===== config.mk =====
export PLATFORM = sky130hd
export DESIGN_NAME = barrel_shifter_pipe
export DESIGN_NICKNAME = d
export VERILOG_FILES = /design/src/rtl/barrel_shifter_pipe.sv
export SDC_FILE = /design/constraint.sdc
export NUM_CORES = 1
export LEC_CHECK = 0
export BUFFER_PORTS_ARGS = -buffer_cell sky130_fd_sc_hd__clkbuf_2
export CAP_MARGIN = 20
export CORE_MARGIN = 1
export CORE_UTILIZATION = 40
export DETAILED_ROUTE_END_ITERATION = 8
export MAX_ROUTING_LAYER = met4
export PLACE_DENSITY = 0.59
export SYNTH_ARGS = -nofsm -noshare
export SYNTH_HDL_FRONTEND = slang
export SYNTH_SLANG_ARGS = --single-unit

===== constraint.sdc =====
create_clock -name clk -period 4 [get_ports clk]
set_input_delay 0.4 -clock clk [delete_from_list [all_inputs] [get_ports clk]]
set_output_delay 0.4 -clock clk [all_outputs]
set_load 0.02 [all_outputs]

===== src/rtl/barrel_shifter_pipe.sv =====
// barrel_shifter_pipe
// ARM7TDMI-style operand-2 shifter sitting between the register-file B bus
// and the ALU B input. Immediate-amount shifts complete in one cycle;
// register-amount shifts spend an extra cycle in REG, which models the
// additional register read. Result and carry wait in an output register
// until the ALU takes them.
//
// Optional feature macro: SHIFTER_IMM_ROT_EN
//   When defined, imm_rot=1 on an immediate command selects the
//   data-processing immediate form: b_bus[7:0] rotated right by 2*imm[3:0].
//   When undefined, imm_rot is ignored and no rotate-immediate logic exists.

module barrel_shifter_pipe #(
   parameter int DATA_W    = 32,
   parameter int REG_AMT_W = 8
) (
   input  logic                      clk,
   input  logic                      rst_n,
   input  logic                      in_valid,
   output logic                      in_ready,
   input  logic [DATA_W-1:0]         b_bus,
   input  logic                      carry_in,
   input  logic [1:0]                shift_type,
   input  logic [$clog2(DATA_W)-1:0] shift_amount_imm,
   input  logic [REG_AMT_W-1:0]      shift_amount_reg,
   input  logic                      reg_shift,
   input  logic                      imm_rot,
   output logic                      out_valid,
   input  logic                      out_ready,
   output logic [DATA_W-1:0]         alu_input,
   output logic                      carry_out
);

   localparam int SA_W = $clog2(DATA_W);
   localparam logic [REG_AMT_W-1:0] W_AMT = REG_AMT_W'(DATA_W);

   typedef enum logic [1:0] {SH_LSL = 2'b00, SH_LSR = 2'b01, SH_ASR = 2'b10, SH_ROR = 2'b11} shift_t;
   typedef enum logic {ST_IDLE = 1'b0, ST_REG = 1'b1} state_t;

   state_t state_q, state_d;

   logic                 accept;
   logic [DATA_W-1:0]    cap_b;
   logic                 cap_c;
   shift_t               cap_type;
   logic [REG_AMT_W-1:0] cap_amt;

   logic                 load;
   logic [DATA_W-1:0]    sel_b;
   logic                 sel_c;
   shift_t               sel_type;
   logic [REG_AMT_W-1:0] sel_amt;
   logic                 sel_rrx;
   logic [DATA_W:0]      shift_res;   // {carry, result}

   // Register-amount semantics on the full amount; immediate encodings are
   // mapped onto this before the call (LSR/ASR #0 -> #W). Each shift is done
   // one bit wider than the operand so the carry comes out of the same shift.
   function automatic logic [DATA_W:0] shift_core(
      input logic [DATA_W-1:0]    b,
      input logic                 c,
      input shift_t               t,
      input logic [REG_AMT_W-1:0] n
   );
      logic [DATA_W:0]   ext;
      logic [DATA_W-1:0] rot;
      logic [SA_W-1:0]   s;
      s = n[SA_W-1:0];
      shift_core = {c, b};
      if (n != '0) begin
         unique case (t)
            SH_LSL: begin
               if (n < W_AMT) begin
                  ext = {1'b0, b} << s;
                  shift_core = ext;
               end else if (n == W_AMT) begin
                  shift_core = {b[0], {DATA_W{1'b0}}};
               end else begin
                  shift_core = '0;
               end
            end
            SH_LSR: begin
               if (n < W_AMT) begin
                  ext = {b, 1'b0} >> s;
                  shift_core = {ext[0], ext[DATA_W:1]};
               end else if (n == W_AMT) begin
                  shift_core = {b[DATA_W-1], {DATA_W{1'b0}}};
               end else begin
                  shift_core = '0;
               end
            end
            SH_ASR: begin
               if (n < W_AMT) begin
                  ext = $unsigned($signed({b, 1'b0}) >>> s);
                  shift_core = {ext[0], ext[DATA_W:1]};
               end else begin
                  shift_core = {(DATA_W+1){b[DATA_W-1]}};
               end
            end
            default: begin
               // Rotate by N mod W; a multiple of W leaves b with carry b[W-1],
               // which the rotate itself yields because b << W is zero.
               rot = (b >> s) | (b << (DATA_W - int'(s)));
               shift_core = {rot[DATA_W-1], rot};
            end
         endcase
      end
   endfunction

`ifdef SHIFTER_IMM_ROT_EN
   // Data-processing immediate: 8-bit value rotated right by twice the field.
   function automatic logic [DATA_W:0] rot_imm(
      input logic [DATA_W-1:0] b,
      input logic              c,
      input logic [SA_W-1:0]   amt
   );
      int                rs;
      logic [DATA_W-1:0] v;
      logic [DATA_W-1:0] r;
      rs = (2 * (int'(amt) % 16)) % DATA_W;
      v  = DATA_W'(b[7:0]);
      r  = (v >> rs) | (v << (DATA_W - rs));
      rot_imm = {(rs == 0) ? c : r[DATA_W-1], r};
   endfunction
`else
   logic unused_imm_rot;
   assign unused_imm_rot = imm_rot;
`endif

   // Handshake: only IDLE with a free (or draining) output register accepts.
   assign in_ready = rst_n && (state_q == ST_IDLE) && (!out_valid || out_ready);
   assign accept   = in_valid && in_ready;
   assign load     = (accept && !reg_shift) || (state_q == ST_REG);

   // Operand select: captured command in REG, live inputs otherwise.
   always_comb begin
      sel_b    = b_bus;
      sel_c    = carry_in;
      sel_type = shift_t'(shift_type);
      sel_amt  = REG_AMT_W'(shift_amount_imm);
      sel_rrx  = 1'b0;
      if (state_q == ST_REG) begin
         sel_b    = cap_b;
         sel_c    = cap_c;
         sel_type = cap_type;
         sel_amt  = cap_amt;
      end else if (reg_shift) begin
         sel_amt = shift_amount_reg;
      end else if (shift_amount_imm == '0) begin
         if (sel_type == SH_LSR || sel_type == SH_ASR) sel_amt = W_AMT;
         if (sel_type == SH_ROR) sel_rrx = 1'b1;
      end
   end

   // Shift result, with RRX and the optional rotate-immediate overriding it.
   always_comb begin
      if (sel_rrx) begin
         shift_res = {sel_b[0], sel_c, sel_b[DATA_W-1:1]};
      end else begin
         shift_res = shift_core(sel_b, sel_c, sel_type, sel_amt);
      end
`ifdef SHIFTER_IMM_ROT_EN
      if (state_q == ST_IDLE && !reg_shift && imm_rot) begin
         shift_res = rot_imm(b_bus, carry_in, shift_amount_imm);
      end
`endif
   end

   // Next-state logic: a register-amount accept spends exactly one cycle in REG.
   always_comb begin
      state_d = state_q;
      unique case (state_q)
         ST_IDLE: if (accept && reg_shift) state_d = ST_REG;
         default: state_d = ST_IDLE;
      endcase
   end

   // State register; reset returns to IDLE and drops any pending register shift.
   // NOTE: sequential logic uses non-blocking assignments so every flop samples pre-edge values.
   always_ff @(posedge clk or negedge rst_n) begin
      if (!rst_n) state_q <= ST_IDLE;
      else        state_q <= state_d;
   end

   // Capture the command for the second cycle of a register-amount shift.
   // NOTE: these datapath flops are deliberately not reset; they are only read in REG, which reset leaves.
   always_ff @(posedge clk) begin
      if (accept && reg_shift) begin
         cap_b    <= b_bus;
         cap_c    <= carry_in;
         cap_type <= shift_t'(shift_type);
         cap_amt  <= shift_amount_reg;
      end
   end

   // Output register: load a new result, otherwise hold until the ALU takes it.
   always_ff @(posedge clk or negedge rst_n) begin
      if (!rst_n) begin
         out_valid <= 1'b0;
         alu_input <= '0;
         carry_out <= 1'b0;
      end else if (load) begin
         out_valid <= 1'b1;
         alu_input <= shift_res[DATA_W-1:0];
         carry_out <= shift_res[DATA_W];
      end else if (out_ready) begin
         out_valid <= 1'b0;
      end
   end

endmodule


==> metrics <==
Placer Congestion=around 1.1; Initial Util=0.412; vias in the first global route=roughly 13000; H-tree depth=3; critical setup path kind=register to register; largest net degree at the start of global routing=80; Syn-to-layout area delta=18.0%; CP Cell Sequence=buf_12, buf_4, mux2_2, o21ai_0, mux2_2, a21oi_1, o21ai_0, a21oi_1, a2111oi_0, buf_4, o21ai_1; Final Util=0.486; Max Clock Skew=between 0.01 and 0.015 ns; crit share post-route=0.994; EDFF count, synth=43; post-detail-place hpwl=53800 um; Tmin final=3.97 ns; Crit path arrival time=4.22 ns; layout cells sized above 1=0.219; Yosys cell types=a little over 80; Post-CTS Setup Inserts=0; Die ar.=0.0278 mm^2; Setup TNS=0 ns; Vias/cell=7.57; io pins=89; Slew @ Worst Pin=1.19 ns; Critical Path Start=state_q$_DFF_PN0_; FF+latch area=0.00217 mm^2; FF-to-FF Start=state_q$_DFF_PN0_; hold slack=0.220 ns; FILL cells=2695; Avg Inst Size Synth=7.58 um^2; via count=14400; worst skew pair latency=0.37 ns; Wirelength per Cell=36.7 um; Crit Path Max Fanout=78; CTS buffer count=9; Cell Pwr Density=slightly below 400 mW/mm^2; drt first pass iters=7; hold crit path type=input port to register; Max VDD drop=around 0.17 mV; Worst Setup EP=alu_input[11]$_DFFE_PN0P_; final net count=1610; Final Setup Violations=0; clk root buf=clkbuf_16; Synth Register Bits=78; Final Hold Vio Count=0; I/O Buffers=87; clock transition at the registers of the reported paths=0.07 ns; die height=~170 um; critical path's slowest cell=o21ai_0; Final Max Tran Viols=0; FMAX=0.252 GHz; first-pass GRT wire length=a little under 100000 um; clock buffer depth=2; delay of the slowest cell on the worst path=0.64 ns; Synth async-reset ratio=0.449; initial antenna violation count=5; Multi-input gate area=a little over 0.008 mm^2; Worst R2R Setup Slack=0.03 ns; Static Leakage=0.00486 uW; die width=between 150 and 200 um; total track usage=0.511; Worst Path Required=4.24 ns; Sink Count=78; CTS tree=yes; final wirelength=69600 um; post-route DRC violation count=0; Core Area=0.0264 mm^2; post-synthesis sequential area ratio=0.200; Max Cap Viol=0; Synthesis Warnings=0; CP startpoint kind=register; Mapped Area=between 0.01 and 0.015 mm^2; FF-to-FF End=alu_input[11]$_DFFE_PN0P_; Worst Setup End Kind=register; GRT overflow=0; slew margin rel.=0.200; row count=59; Post-DRT Antenna Nets=0; R2R cell count=11; status=complete, no violations; iteration-0 DRC count of the detailed router=2704; Mapped Cells=between 1000 and 1500; Post-Syn Nets=1489; Synth Flop Type=edfxtp_1; unrepaired setup endpoints after global routing=no
-- state kept, by name, indices dropped and copies added, names as in the netlist --
name	count
carry_out	1
alu_input	32
state_q	1
out_valid	1
cap_c	1
cap_b	32
cap_type	2
cap_amt	8
-- layer usage --
metal | share of wire | GRT usage | vias up
met2 | 0.40 | 0.695 | 1293
met3 | 0.13 | 0.131 | 296
met1 | 0.38 | 0.652 | 6816
met4 | 0.088 | 0.363 | 0
li1 | - | - | 5968
met5 | 0 | - | -
-- cell type report --
cell class,instances,area share
multi-input cells,1211,0.632
clock buffers,11,0.0198
clock inverters,5,0.00625
flip-flops and latches,78,0.169
repair buffers,248,0.137
well taps,335,0.0327
inverters,6,0.00176
diodes,5,0.000976
-- synthesized netlist by cell type, drive strengths merged (7+ instances only) --
cell type	n	share of area
a211oi	34	0.024
buf	72	0.036
o32a	36	0.033
o21ai	164	0.076
o311ai	10	0.0081
nand3	61	0.028
o22ai	22	0.013
o32ai	21	0.017
dfrtp	35	0.081
nand4	18	0.010
o211ai	50	0.035
nor3	30	0.014
clkbuf	66	0.023
a21oi	100	0.046
o221ai	20	0.016
o31ai	8	0.0068
a22oi	19	0.013
a221oi	11	0.0094
nor2	111	0.038
edfxtp	43	0.12
o2111ai	14	0.011
a32oi	7	0.0056
mux2i	88	0.082
o21a	16	0.011
a21o	12	0.0083
or3	7	0.0040
and3	18	0.010
mux2	36	0.038
nor4	7	0.0054
a311oi	7	0.0056
a31oi	21	0.012
mux4	16	0.033
nand2	160	0.055
-- kinds of logic (layout without fill, tap and decap cells) --
group,after synthesis,after routing,synth area share
XOR/XNOR,6,6,0.00484
other,0,5,0
buffers and inverters,144,270,0.0613
flip-flops,78,78,0.200
adder cells (fa/ha/maj),2,2,0.00230
AND/OR/NAND/NOR,437,437,0.182
multiplexers,140,140,0.153
AO/OA/AOI/OAI,626,626,0.397
-- report_power, final --
group / internal, uW / total (uW) / switching [uW]
Sequential: 949 / 1030 / 83.8
Clock: 588 / 1020 / 428
Combinational: 968 / 2970 / 2000
Total: 2510 / 5020 / 2510
-- through the flow --
| stage | instance area (um^2) | setup WS (ns) | power [uW] | cells |
|---|---|---|---|---|
| floorplan | 10900 | 0.0548 | 2600 | 1433 |
| global placement | 12500 | 0.207 | 3850 | 1877 |
| detailed placement | 12500 | 0.207 | 3840 | 1877 |
| CTS | 12800 | 0.163 | 4860 | 1894 |
| global route | 12800 | 0.0452 | 5100 | 1899 |
| finish | 12800 | 0.0251 | 5020 | 1899 |
-- worst min path at each step --
stage,endpoint,slack [ns],start,depth (start not counted)
after floorplan,alu_input[0]$_DFFE_PN0P_,0.10,rst_n,0
final,cap_amt[6]$_DFFE_PP_,0.22,shift_amount_reg[6],1
after CTS,cap_amt[6]$_DFFE_PP_,0.22,shift_amount_reg[6],1
after global placement,out_valid$_DFFE_PN0P_,0.24,rst_n,1
after detailed placement,out_valid$_DFFE_PN0P_,0.24,rst_n,1
after global routing,cap_amt[6]$_DFFE_PP_,0.23,shift_amount_reg[6],1
-- critical path, delay by kind of cell, from the launching register on --
kind | cells | cell delay, ns
compound gates | 6 | 1.76
mux | 2 | 0.76
buf+inv | 3 | 0.79
flops | 1 | 0.49
-- layout by cell type, fill, tap and decap left out, drive strengths merged, types with 21 or more instances in the layout --
master / n
o21ai: 164
nand2: 160
buf: 160
nor2: 111
a21oi: 100
clkbuf: 98
mux2i: 88
nand3: 61
o211ai: 50
edfxtp: 43
o32a: 36
mux2: 36
dfrtp: 35
a211oi: 34
nor3: 30
o22ai: 22
o32ai: 21
a31oi: 21
-- repair_timing --
item                                   4_1_cts  5_1_grt
gates resized for setup                      0        1
hold buffers                                 1        0
endpoints found under the hold margin        2        0
setup endpoints to repair                    0        1
No activity file was read; power rests on OpenSTA's default activity.
